`src/rtl/pc_redirect_unit.sv`:
```
// Program-counter owner: issues sequential fetch addresses under a valid/ready handshake
// and applies EX-stage redirects (branch/JAL target or JALR result), flushing the wrong path.
module pc_redirect_unit #(
    parameter int              XLEN         = 32,
    parameter logic [XLEN-1:0] RESET_PC     = '0,
    parameter int              FLUSH_CYCLES = 2
) (
    input  logic            clk,
    input  logic            rst,
    input  logic            redirect_valid,
    input  logic [1:0]      bc_sel,
    input  logic [XLEN-1:0] branch_target,
    input  logic [XLEN-1:0] alu_out,
    input  logic            stall,
    input  logic            if_ready,
    output logic [XLEN-1:0] pc,
    output logic [XLEN-1:0] pc_plus4,
    output logic            if_valid,
    output logic            flush,
    output logic            misaligned_err,
    output logic [1:0]      dbg_state
);

    typedef enum logic [1:0] {
        ST_BOOT  = 2'd0,
        ST_RUN   = 2'd1,
        ST_FLUSH = 2'd2,
        ST_TRAP  = 2'd3
    } state_t;

    // Handshake: a fetch is taken on an edge where if_valid & if_ready are both high
    // and stall is low; while not taken, pc and if_valid hold steady.

    localparam logic [XLEN-1:0] PC_STEP      = XLEN'(4);
    localparam logic [XLEN-1:0] JALR_MASK    = ~XLEN'(1);
    localparam logic [2:0]      FLUSH_RELOAD = 3'(FLUSH_CYCLES - 1);

    state_t          r_state;
    logic [2:0]      r_flush_cnt;
    logic [XLEN-1:0] r_pc;
    logic            r_if_valid;
    logic            r_flush;
    logic            r_misaligned;

    logic            w_taken;
    logic [XLEN-1:0] w_target;
    logic            w_target_misaligned;
    logic            w_advance;
    logic [XLEN-1:0] w_pc_plus4;

    assign w_taken             = redirect_valid & ((bc_sel == 2'b01) | (bc_sel == 2'b10));
    assign w_target            = (bc_sel == 2'b10) ? (alu_out & JALR_MASK) : branch_target;
    assign w_target_misaligned = |w_target[1:0];
    assign w_advance           = r_if_valid & if_ready & ~stall;
    assign w_pc_plus4          = r_pc + PC_STEP;

    always_ff @(posedge clk or posedge rst) begin
        if (rst) begin
            r_state      <= ST_BOOT;
            r_flush_cnt  <= 3'd0;
            r_pc         <= RESET_PC;
            r_if_valid   <= 1'b0;
            r_flush      <= 1'b0;
            r_misaligned <= 1'b0;
        end else if (r_state != ST_TRAP) begin
            if (w_taken) begin
                if (w_target_misaligned) begin
                    // pc stays on the last good address so the trap handler can inspect it
                    r_state      <= ST_TRAP;
                    r_flush_cnt  <= 3'd0;
                    r_if_valid   <= 1'b0;
                    r_flush      <= 1'b0;
                    r_misaligned <= 1'b1;
                end else begin
                    r_state     <= ST_FLUSH;
                    r_flush_cnt <= FLUSH_RELOAD;
                    r_pc        <= w_target;
                    r_if_valid  <= 1'b0;
                    r_flush     <= 1'b1;
                end
            end else begin
                case (r_state)
                    ST_BOOT: begin
                        r_state    <= ST_RUN;
                        r_if_valid <= 1'b1;
                    end
                    ST_RUN: begin
                        if (w_advance) begin
                            r_pc <= w_pc_plus4;
                        end
                    end
                    ST_FLUSH: begin
                        if (r_flush_cnt == 3'd0) begin
                            r_state    <= ST_RUN;
                            r_if_valid <= 1'b1;
                            r_flush    <= 1'b0;
                        end else begin
                            r_flush_cnt <= r_flush_cnt - 3'd1;
                        end
                    end
                    default: begin
                        r_state <= r_state;
                    end
                endcase
            end
        end
    end

    assign pc             = r_pc;
    assign pc_plus4       = w_pc_plus4;
    assign if_valid       = r_if_valid;
    assign flush          = r_flush;
    assign misaligned_err = r_misaligned;
    assign dbg_state      = r_state;

endmodule
```
`config.mk`:
```
export PLATFORM = sky130hd
export DESIGN_NAME = pc_redirect_unit
export DESIGN_NICKNAME = d
export VERILOG_FILES = /design/src/rtl/pc_redirect_unit.sv
export SDC_FILE = /design/constraint.sdc
export NUM_CORES = 1
export LEC_CHECK = 0
export CORE_ASPECT_RATIO = 0.75
export CORE_MARGIN = 2
export CORE_UTILIZATION = 38
export CTS_BUF_LIST = sky130_fd_sc_hd__clkbuf_16
export DETAILED_ROUTE_END_ITERATION = 8
export PLACE_DENSITY = 0.83
export SYNTH_ARGS = -nofsm -noshare
export SYNTH_HDL_FRONTEND = slang
export SYNTH_SLANG_ARGS = --single-unit
```
`constraint.sdc`:
```
create_clock -name clk -period 1.8 [get_ports clk]
set_input_delay 0.18 -clock clk [delete_from_list [all_inputs] [get_ports clk]]
set_output_delay 0.18 -clock clk [all_outputs]
set_load 0.005 [all_outputs]
```
After elaboration in Yosys (flattened, before gate mapping)
Cells that the tools add are included.
Word-level totals
  bits in registers: 40
  bits in latches: 0
  memory bits (writable): 0
  bits in read-only memories: 0
  input bits: 71
  memories: 0
Operators by class
  add/sub/neg operators: 2
  multiply operators: 0
  divide/modulo/power cells: 0
  magnitude comparators: 0
  eq/ne operators: 8
  shifts and indexed selects: 0
  mux-type cells: 20
  bitwise operators: 5
  reduce and logical (&&, ||, !) cells: 13
Operators with widths (number)
  32-bit two-way mux: 5
  32-bit by 3-bit adder with 32-bit output, second input constant: 1
  3-bit AND reduction: 4
  3-bit two-way mux: 3
  1-bit two-way mux: 8
  2-bit nonzero test: 4
  2-bit != test, second input constant: 3
  2-bit by 1-bit equality test with 1-bit output, second input constant: 2
  2-bit equality test, second input constant: 2
  2-bit two-way mux: 2
  2-bit case mux with 2 select lines: 1
  4-bit AND reduction: 1
  1-bit bitwise AND: 3
  3-bit zero test: 1
  3-bit != test, second input constant: 1
  3-bit nonzero test: 1
  3-bit by 1-bit subtractor with 3-bit output, second input constant: 1
  2-bit zero test: 1
  1-bit case mux with 2 select lines: 1
  2-bit OR reduction: 1
  1-bit NOT: 1
  1-bit OR: 1

Logic depth before layout (Yosys ltp)
Gate-level depths: netlist of the first run.
  depth in word-level cells: 5
  mapped depth: 9
  gate-level depth less buffers: 7

Least setup slack after synthesis of the first run
No wires, ideal clock.
  kind: register to register
  start: register r_pc[14], in the netlist pc[14]
  end: register r_pc[27], in the netlist pc[27]
  arrival: 1.836 ns
  data required time: 1.669 ns
  setup slack: -0.167 ns
  cell stages (with the launch flop): 7
  buffers on the path: 1
  cell sequence: dfrtp_1 > buf_2 > nand4_1 > nor4_4 > nand4_2 > and3_1 > or3_1
On the way
  cells in the longest elaborated chain, start to end: 4
Ends and longest elaborated chain
  start: declaration: RTL line 40  | logic [XLEN-1:0] r_pc;
  start signal: assignment: RTL line 77  | r_pc <= w_target;
  start signal: assignment: RTL line 89  | r_pc <= w_pc_plus4;
  32-bit by 3-bit adder with 32-bit output: RTL line 55  | assign w_pc_plus4 = r_pc + PC_STEP;
  32-bit two-way mux: RTL line 88  | if (w_advance) begin
  32-bit two-way mux: RTL line 82  | case (r_state)
  32-bit two-way mux: RTL line 66  | if (w_taken) begin
Every way passes these cells. The select of a mux whose other input is x is not followed.
A chain may end at the register's enable or synchronous reset.

Worst setup path after layout of the first run
  start: register r_pc[8], in the netlist pc[8]
  end: output port pc_plus4[24]
On the way
  cells in the longest elaborated chain, start to end: 1
Ends and longest elaborated chain
  32-bit by 3-bit adder with 32-bit output: RTL line 55
  end: declaration: RTL line 17  | output logic [XLEN-1:0] pc_plus4,
Every way passes these cells.

==> results_dict.tcl, run 1 <==
set metrics [dict create \
    dpl_cell_area_mm2 0.00523 \
    synth_fp_nets 439 \
    cp_max_fo 4 \
    cp-end-kind "output pin" \
    min_period_ns 2.22 \
    holdBufCountCts 0 \
    synth-seq-cells 40 \
    slew_headroom_pct 64.5 \
    power.switching_uw 669 \
    overflow 0 \
    die_y_um 81.6 \
    violations "setup timing" \
    fin_skew_ns 0.00452 \
    die_w_um 107 \
    synth_edf_count 0 \
    synth_area_mm2 0.00305 \
    crit_start "pc[8]$_DFFE_PP0P_" \
    die-area_mm2 0.00877 \
    antenna_found_initial 0 \
    intPower_mw 1.90 \
    r2r_cells 12 \
    drtPass1Iterations 5 \
    diodes 0 \
    final_area_mm2 0.00631 \
    cts_root_buf "clkbuf_16" \
    synth_cells 364 \
    clock-sinks 40 \
    p_total_mw 2.57 \
    leakage_nw 2.94 \
    grt_usage_pct 32.5 \
    clkLatencyLatePin_ns 0.29 \
    hold_viol_final 0 \
    status "finished, violations left" \
    worst_slack_ns -0.420 \
    htree_levels 2 \
    drt_iter0_drc 519 \
    switching_share_pct 26.0 \
    vdd_drop_max_v 0.000368 \
    io_buffer_count 138 \
    critPathRequiredTime_ns 1.62 \
    syn2layout_area_growth_pct 107 \
    routed_wl_um 16600 \
    vias 4528 \
    async_flop_share_pct 100 \
    rsz0062_at_grt "yes" \
    drc_errors 0 \
    path_clk_slew_ns 0.06 \
    drive_gt1_share_pct 44.3 \
    r2r_end "pc[30]$_DFFE_PP0P_" \
    rr_startpoint "pc[3]$_DFFE_PP0P_" \
    hpwlAfterDp_um 9080 \
    period_share_pct 123 \
    instances_no_fill 740 \
    coreArea_mm2 0.00785 \
    clock.fmax_mhz 450 \
    layout.nets 709 \
    ioPinCount 140 \
    cts_buffer_depth 2 \
    setup_viol 46 \
    drv_cap 0 \
    tightest_slew_ns 0.529 \
    path_class "register to output pin" \
    synth_top_flop_cell "dfrtp_1" \
    hold_path_class "input pin to asynchronous set/reset pin" \
    ys_types 49 \
    rows 28 \
    cts_tree "built" \
    p_comb_share_pct 22.9 \
    grt_pass1_vias 4428 \
    syn_avg_cell_area_um2 8.38 \
    ant_nets 0 \
    dp_cells 679 \
    cts_buffers 5 \
    start_util_pct 38.9 \
    slew_violations 0 \
    ys_seq_area_share_pct 32.8 \
    synth_warnings 0 \
    routed_via_density 6.12 \
    grt_max_degree 26 \
    start_kind "register" \
    wl_per_cell_um 22.4 \
    cp.arrival_ns 2.04 \
    pwr_density_cell_mw_per_mm2 408 \
    r2r_slack_ns -0.42 \
    routabilityCongestion 0.906 \
    setup.worst_path.end "pc_plus4[24]" \
    clkPwrFrac_pct 40.5 \
    p_seq_share_pct 36.6 \
    grt_first_pass_wirelength_um 22100 \
]
-- worst max-delay path, stage by stage, from the launching register on --
cell and delay, ns:
dfrtp_1 0.40, buf_4 0.14, nand3_2 0.14, nor4_4 0.27, buf_4 0.20, buf_4 0.14
nand4_1 0.15, xnor2_1 0.18, buf_2 0.14
-- power groups by stage --
| stage | combinational, mW | clock, mW | sequential (mW) |
|---|---|---|---|
| finish | 0.590 | 1.04 | 0.942 |
| global placement | 0.504 | 0 | 0.953 |
| floorplan | 0.178 | 0 | 0.963 |
| global route | 0.620 | 1.08 | 0.942 |
| detailed placement | 0.512 | 0 | 0.954 |
| CTS | 0.519 | 1.02 | 0.938 |
-- layout by cell type (no fill, tap or decap), types with 4 or more instances in the layout --
cell type,instances
a211oi_1,4
a21oi_1,13
a21oi_2,5
a2bb2oi_1,4
a31oi_1,7
buf_2,25
buf_4,111
buf_6,41
clkbuf_16,5
clkdlybuf4s50_1,108
dfrtp_1,36
dfrtp_2,4
inv_1,11
mux2_2,11
mux2i_1,13
nand2_1,30
nand2_2,4
nand2_4,6
nand2b_1,6
nand3_1,7
nand3_2,4
nand4_1,9
nor2_1,18
nor2b_1,5
o211ai_1,4
o21ai_0,12
o21ai_1,7
o22ai_1,6
xnor2_1,11
xnor2_2,11
xor2_1,5
-- metrics by stage --
| step | setup WS (ns) | hold slack, ns | utilization (%) | TNS [ns] |
|---|---|---|---|---|
| floorplan | -0.0476 | 0.365 | - | -0.0476 |
| global placement | -0.359 | 0.451 | 66.6 | -14.88 |
| detailed placement | -0.424 | 0.464 | 66.6 | -17.54 |
| CTS | -0.369 | 0.242 | 75.3 | -7.19 |
| global route | -0.495 | 0.261 | 80.4 | -13.48 |
| finish | -0.420 | 0.243 | 80.4 | -11.49 |
-- logic make-up (layout without fill, tap and decap cells) --
| logic type | after synthesis | after routing | synth area share, % |
|---|---|---|---|
| and+or+nand+nor | 125 | 125 | 21.5 |
| AOI/OAI and AO/OA | 100 | 100 | 21.9 |
| buffers and inverters | 43 | 314 | 5.70 |
| DFF | 40 | 40 | 32.8 |
| xor gates and xnor gates | 28 | 28 | 8.04 |
| muxes | 24 | 24 | 8.33 |
| adders and majority gates | 4 | 4 | 1.64 |
-- cell type report --
| type | instances | area [µm²] |
|---|---|---|
| Clock buffer | 5 | 125 |
| Multi-Input combinational cell | 281 | 2370 |
| Fill cell | 452 | 1540 |
| Timing Repair Buffer | 292 | 2580 |
| Tap cell | 105 | 131 |
| Clock inverter | 3 | 42.5 |
| Sequential cell | 40 | 1010 |
| Inverter | 14 | 55.1 |
-- routing by layer --
layer  routed length, µm  vias up  GRT usage, %  part of all wire, %
li1                    -     1868             -                    -
met1                5970     2144          37.2                   36
met2                7710      386          56.5                   46
met3                1710      130          7.78                   10
met4                1190        0          19.1                  7.2
met5                   0        -             0                    0
-- Yosys cell counts (all sizes together) (2+ instances only) --
master / count / area share, %
nor2: 22 / 2.7
nand4: 12 / 3.4
a32oi: 4 / 1.1
a2bb2oi: 7 / 2.0
o21ai: 22 / 3.6
and2: 4 / 0.82
a211o: 2 / 0.57
o311ai: 3 / 0.86
a21o: 2 / 0.49
a22o: 2 / 0.57
a221o: 3 / 0.98
and4: 3 / 0.86
dfrtp: 40 / 33
a211oi: 5 / 1.2
clkbuf: 20 / 2.5
ha: 4 / 1.6
inv: 14 / 1.7
buf: 9 / 1.5
o22a: 3 / 0.86
xnor2: 22 / 6.3
xor2: 6 / 1.7
a31oi: 7 / 1.4
nand2: 40 / 4.9
or3: 3 / 0.62
a21oi: 20 / 3.3
and3: 3 / 0.70
o22ai: 9 / 1.8
nor3: 6 / 0.98
o211ai: 4 / 0.98
nand2b: 7 / 1.4
o2bb2ai: 2 / 0.57
nor4: 3 / 1.1
nand3: 14 / 2.3
mux2: 11 / 4.1
o21a: 2 / 0.49
nor2b: 6 / 1.2
mux2i: 13 / 4.3
-- how the worst min path moves through the flow --
stage	start	slack, ns	end	cells after the start
detailed placement	misaligned_err$_DFFE_PP0P_	0.46	misaligned_err$_DFFE_PP0P_	1
CTS	rst	0.24	pc[4]$_DFFE_PP0P_	2
finish	rst	0.24	pc[7]$_DFFE_PP0P_	2
global placement	misaligned_err$_DFFE_PP0P_	0.45	misaligned_err$_DFFE_PP0P_	1
floorplan	alu_out[18]	0.37	pc[18]$_DFFE_PP0P_	2
global route	rst	0.26	pc[4]$_DFFE_PP0P_	2
-- sequential cells by signal (all words and copies together), names as in the netlist --
register / count
dbg_state: 2
flush: 1
pc: 32
misaligned_err: 1
if_valid: 1
r_flush_cnt: 3
-- repair_timing --
action                                  CTS  global route
endpoints found under the setup margin   54            56
cloned                                    1             0
setup buffers                            41            24
pin swaps                                43            36
gates resized for setup                 175            84
(Power assumes the default switching activity.)
==> run 2, diff against run 1 <==
--- a/config.mk
+++ b/config.mk
@@ -10,7 +10,8 @@
 export CORE_UTILIZATION = 38
 export CTS_BUF_LIST = sky130_fd_sc_hd__clkbuf_16
 export DETAILED_ROUTE_END_ITERATION = 8
-export PLACE_DENSITY = 0.83
+export HOLD_SLACK_MARGIN = 0.1
+export PLACE_DENSITY = 0.77
 export SYNTH_ARGS = -nofsm -noshare
 export SYNTH_HDL_FRONTEND = slang
 export SYNTH_SLANG_ARGS = --single-unit
==> run 2 against run 1 <==
The run still ends with setup timing left. Critical path depth fell by 1. Global-route usage rose by 0.14 points. Largest cell class unchanged. Wire length rose by 3.4%. Sequential share of layout area fell by 0.31 points. Critical endpoint is now pc_plus4[21].
==> results_dict.tcl, run 2 (synthesized netlist as in run 1, its figures left out) <==
set metrics [dict create \
    violations "setup timing" \
    vdd_drop_max_v 0.000437 \
    clock-sinks 40 \
    largest_reg_flops 32 \
    drc_errors 0 \
    fin_skew_ns 0.00928 \
    cp-end-kind "output pin" \
    mostFrequentLayoutCell "buf_4" \
    rsz0062_at_grt "yes" \
    switching_share_pct 27.5 \
    hold_viol_final 0 \
    grt_max_degree 25 \
    start_util_pct 38.9 \
    grt_pass1_vias 4319 \
    min_period_ns 2.17 \
    coreArea_mm2 0.00785 \
    n_fill_cell 405 \
    start_kind "register" \
    grt_first_pass_wirelength_um 22100 \
    die-area_mm2 0.00877 \
    r2r_cells 9 \
    cp.arrival_ns 1.99 \
    clock.fmax_mhz 462 \
    intPower_mw 1.75 \
    clkLatencyLatePin_ns 0.29 \
    die_y_um 81.6 \
    drv_cap 0 \
    period_share_pct 120 \
    worst_slack_ns -0.367 \
    path_class "register to output pin" \
    fin_util_pct 82.2 \
    cts_buffer_depth 2 \
    regArea_mm2 0.00101 \
    ant_nets 0 \
    diodes 0 \
    status "finished, violations left" \
    critPathRequiredTime_ns 1.62 \
    io_buffer_count 138 \
    slew_violations 0 \
    setup_viol 48 \
    cts_tree "built" \
    rows 28 \
    multi_input_area_mm2 0.00243 \
    hpwlAfterDp_um 8890 \
    drive_gt1_share_pct 46.2 \
    p_comb_share_pct 24.5 \
    grt_usage_pct 32.7 \
    cp_max_fo 3 \
    ioPinCount 140 \
    p_seq_share_pct 39.0 \
    pwr_density_cell_mw_per_mm2 375 \
    tightest_slew_ns 0.449 \
    layout.nets 719 \
    cts_root_buf "clkbuf_16" \
    antenna_found_initial 0 \
    leakage_nw 3.02 \
    vias 4542 \
    holdWs_ns 0.223 \
    routabilityCongestion 0.991 \
    power.switching_uw 667 \
    hold_path_class "input pin to asynchronous set/reset pin" \
    routed_via_density 6.06 \
    syn2layout_area_growth_pct 111 \
    drtPass1Iterations 7 \
    p_total_mw 2.42 \
    slew_headroom_pct 70.0 \
    holdBufCountCts 0 \
    htree_levels 2 \
    wl_per_cell_um 22.9 \
    clkPwrFrac_pct 36.5 \
    path_clk_slew_ns 0.07 \
    drt_iter0_drc 327 \
    cts_buffers 5 \
    layout_common_cells "buf_4 (110), clkdlybuf4s50_1 (108), buf_6 (52)" \
    routed_wl_um 17200 \
    overflow 0 \
    die_w_um 107 \
]
run 2: critical path: stages (launching register included):
cell and delay [ns]:
dfrtp_1 0.40, nand4_1 0.20, nor4_4 0.33, buf_6 0.16, buf_6 0.11, and3_4 0.21
xor2_2 0.15, buf_2 0.13
run 2: what timing repair did:
item                       4_1_cts  5_1_grt
hold endpoints to repair         0        0
gates resized for setup        197       91
gates cloned                     1        0
setup endpoints to repair       55       58
setup buffers                   53       32
pin swaps                       43       58
run 2: area by class of cell:
cell class	instances	area share (%)
clock inverter	3	0.175
timing repair buffer	302	41.7
clock buffer	5	1.94
inverter	14	0.815
multi-input combinational	281	37.7
tap	105	2.04
sequential	40	15.6
run 2: power groups by stage:
stage	Sequential, mW	Clock [mW]	Combinational [mW]
6_report	0.944	0.883	0.594
5_1_grt	0.943	0.908	0.622
4_1_cts	0.938	0.858	0.530
3_5_place_dp	0.954	0	0.519
3_3_place_gp	0.953	0	0.508
2_1_floorplan	0.963	0	0.178
run 2: final timing paths:
path | start | endpoint | slack [ns]
max | pc[16]$_DFFE_PP0P_ | pc_plus4[21] | -0.37
min | rst | pc[14]$_DFFE_PP0P_ | 0.22
max reg2reg | pc[16]$_DFFE_PP0P_ | pc[27]$_DFFE_PP0P_ | -0.35
min reg2reg | pc[0]$_DFFE_PP0P_ | pc[0]$_DFFE_PP0P_ | 0.53
max in group asynchronous | rst | dbg_state[0]$_DFFE_PP0P_ | 0.98
min in group clk | pc[0]$_DFFE_PP0P_ | pc[0]$_DFFE_PP0P_ | 0.53
run 2: per-stage QoR:
stage	TNS (ns)	setup slack, ns	cells	area [µm²]
global route	-11.83	-0.448	750	6450
detailed placement	-17.10	-0.398	678	5240
CTS	-8.03	-0.414	735	6040
floorplan	-0.0476	-0.0476	364	3090
finish	-8.71	-0.367	750	6450
global placement	-15.25	-0.367	678	5240
run 2: metal layers:
layer / part of all wire [%] / track usage, % / vias to the layer above
met1: 36 / 37.7 / 2110
li1: - / - / 1880
met3: 10 / 7.62 / 129
met2: 47 / 57.9 / 423
met4: 6.6 / 16.2 / 0
met5: 0 / 0 / -
==> run 3, diff against run 2 <==
--- a/config.mk
+++ b/config.mk
@@ -12,6 +12,8 @@
 export DETAILED_ROUTE_END_ITERATION = 8
 export HOLD_SLACK_MARGIN = 0.1
 export PLACE_DENSITY = 0.77
+export REMOVE_ABC_BUFFERS = 1
 export SYNTH_ARGS = -nofsm -noshare
 export SYNTH_HDL_FRONTEND = slang
 export SYNTH_SLANG_ARGS = --single-unit
+export TNS_END_PERCENT = 30
==> run 3 against run 2 <==
The run still ends with setup timing left. Global-route usage fell by 3.2 points. Combinational power shrank 10%. Maximum frequency down 2.0%.
==> results_dict.tcl, run 3 (synthesized netlist as in run 1, its figures left out) <==
set metrics [dict create \
    cp.arrival_ns 2.03 \
    p_comb_share_pct 22.6 \
    cts_tree "built" \
    hold_path_class "input pin to asynchronous set/reset pin" \
    syn2layout_area_growth_pct 95.2 \
    switching_share_pct 26.4 \
    rsz0062_at_grt "yes" \
    drive_gt1_share_pct 39.5 \
    start_kind "register" \
    clkPwrFrac_pct 37.6 \
    die_y_um 81.6 \
    critPathRequiredTime_ns 1.62 \
    grt_usage_pct 29.5 \
    cp.depth 8 \
    ant_nets 0 \
    drtPass1Iterations 7 \
    intPower_mw 1.74 \
    wl_per_cell_um 19.0 \
    crit_family "buffers and inverters" \
    slew_headroom_pct 54.5 \
    setup_viol 42 \
    r2r_cells 8 \
    grt_max_degree 39 \
    cts_root_buf "clkbuf_16" \
    io_buffer_count 138 \
    drv_cap 0 \
    mostFrequentLayoutCell "clkdlybuf4s50_1" \
    diodes 0 \
    rows 28 \
    rr_startpoint "pc[2]$_DFFE_PP0P_" \
    hpwlAfterDp_um 8740 \
    leakage_nw 2.73 \
    fin_util_pct 75.9 \
    routabilityCongestion 0.906 \
    path_class "register to output pin" \
    period_share_pct 123 \
    routed_wl_um 13600 \
    setup.worst_path.end "pc_plus4[16]" \
    min_period_ns 2.21 \
    layout.nets 684 \
    hold_viol_final 0 \
    start_util_pct 38.9 \
    antenna_found_initial 0 \
    critPathSlowestCell "dfrtp_1" \
    slew_violations 0 \
    slowest_delay_ns 0.40 \
    violations "setup timing" \
    layout_common_cells "clkdlybuf4s50_1 (108), buf_4 (104), dfrtp_1 (35)" \
    die_w_um 107 \
    drt_iter0_drc 259 \
    worst_slack_ns -0.411 \
    cp_max_fo 4 \
    fin_skew_ns 0.00330 \
    htree_levels 2 \
    clkLatencyLatePin_ns 0.29 \
    p_total_mw 2.36 \
    crit_start "pc[2]$_DFFE_PP0P_" \
    dp_slack_ns -0.741 \
    clock-sinks 40 \
    r2r_end "pc[28]$_DFFE_PP0P_" \
    holdBufCountCts 0 \
    grt_pass1_vias 4128 \
    overflow 0 \
    dp_cells 677 \
    coreArea_mm2 0.00785 \
    holdWs_ns 0.245 \
    ioPinCount 140 \
    path_clk_slew_ns 0.06 \
    p_seq_share_pct 39.8 \
    vias 4170 \
    grt_first_pass_wirelength_um 20300 \
    pwr_density_cell_mw_per_mm2 396 \
    path_buf_inv 3 \
    clock.fmax_mhz 452 \
    instances_no_fill 715 \
    largest_reg_flops 32 \
    vdd_drop_max_v 0.000385 \
    tightest_slew_ns 0.674 \
    cts_buffers 5 \
    drc_errors 0 \
    power.switching_uw 624 \
    cp-end-kind "output pin" \
    routed_via_density 5.83 \
    status "finished, violations left" \
    die-area_mm2 0.00877 \
    r2r_slack_ns -0.40 \
    cts_buffer_depth 2 \
    critical_path.cell_chain "ha_4, nand3_4, nor4_4, buf_4, buf_4, nand3_4, xnor2_1, dlygate4sd2_1" \
]
run 3: changes by cell type in the layout (fill, tap and decap cells not counted), sizes merged:
cell,delta
clkbuf,-1
buf,-39
clkinv,-1
dlygate4sd2,+2
inv,+1
clkdlybuf4s15,+3
run 3: worst min path at each step:
stage                                       endpoint  cells past startpoint
after floorplan                   pc[18]$_DFFE_PP0P_                      2
after global placement    misaligned_err$_DFFE_PP0P_                      1
after detailed placement  misaligned_err$_DFFE_PP0P_                      1
after CTS                         pc[23]$_DFFE_PP0P_                      2
after global routing      r_flush_cnt[2]$_DFFE_PP0P_                      2
final                     r_flush_cnt[2]$_DFFE_PP0P_                      2
run 3: cell type report:
cell class,instances,area (µm²)
multi-input cells,281,2280
clock buffers,5,125
repair buffers,267,2350
well taps,105,131
inverters,14,52.6
clock inverters,3,11.3
flip-flops and latches,40,1010
fillers,527,1890
run 3: metal layers:
metal  vias to the layer above  global-route usage, %  part of all wire [%]
met5                         -                      0                     0
met4                         0                   15.0                   4.1
met3                        72                   6.90                   9.6
met2                       296                   48.5                    47
met1                      1980                   36.6                    39
li1                       1822                      -                     -
run 3: power by group through the flow:
stage,clock [mW],sequential (mW),combinational [mW]
after floorplan,0,0.965,0.165
after global placement,0,0.951,0.498
after detailed placement,0,0.952,0.507
after CTS,0.868,0.937,0.518
after global routing,0.924,0.939,0.576
final,0.888,0.939,0.533
run 3: stage by stage:
step | instance area (µm²) | setup TNS, ns
2_1_floorplan | 2930 | -47.91
3_3_place_gp | 5210 | -24.56
3_5_place_dp | 5210 | -26.99
4_1_cts | 5770 | -6.71
5_1_grt | 5950 | -11.22
6_report | 5950 | -8.27
run 3: what timing repair did:
action,CTS,global route
hold endpoints to repair,0,0
pin swaps,42,24
gates cloned,0,0
setup endpoints to repair,62,50
buffers inserted,28,9
gates resized for setup,165,47
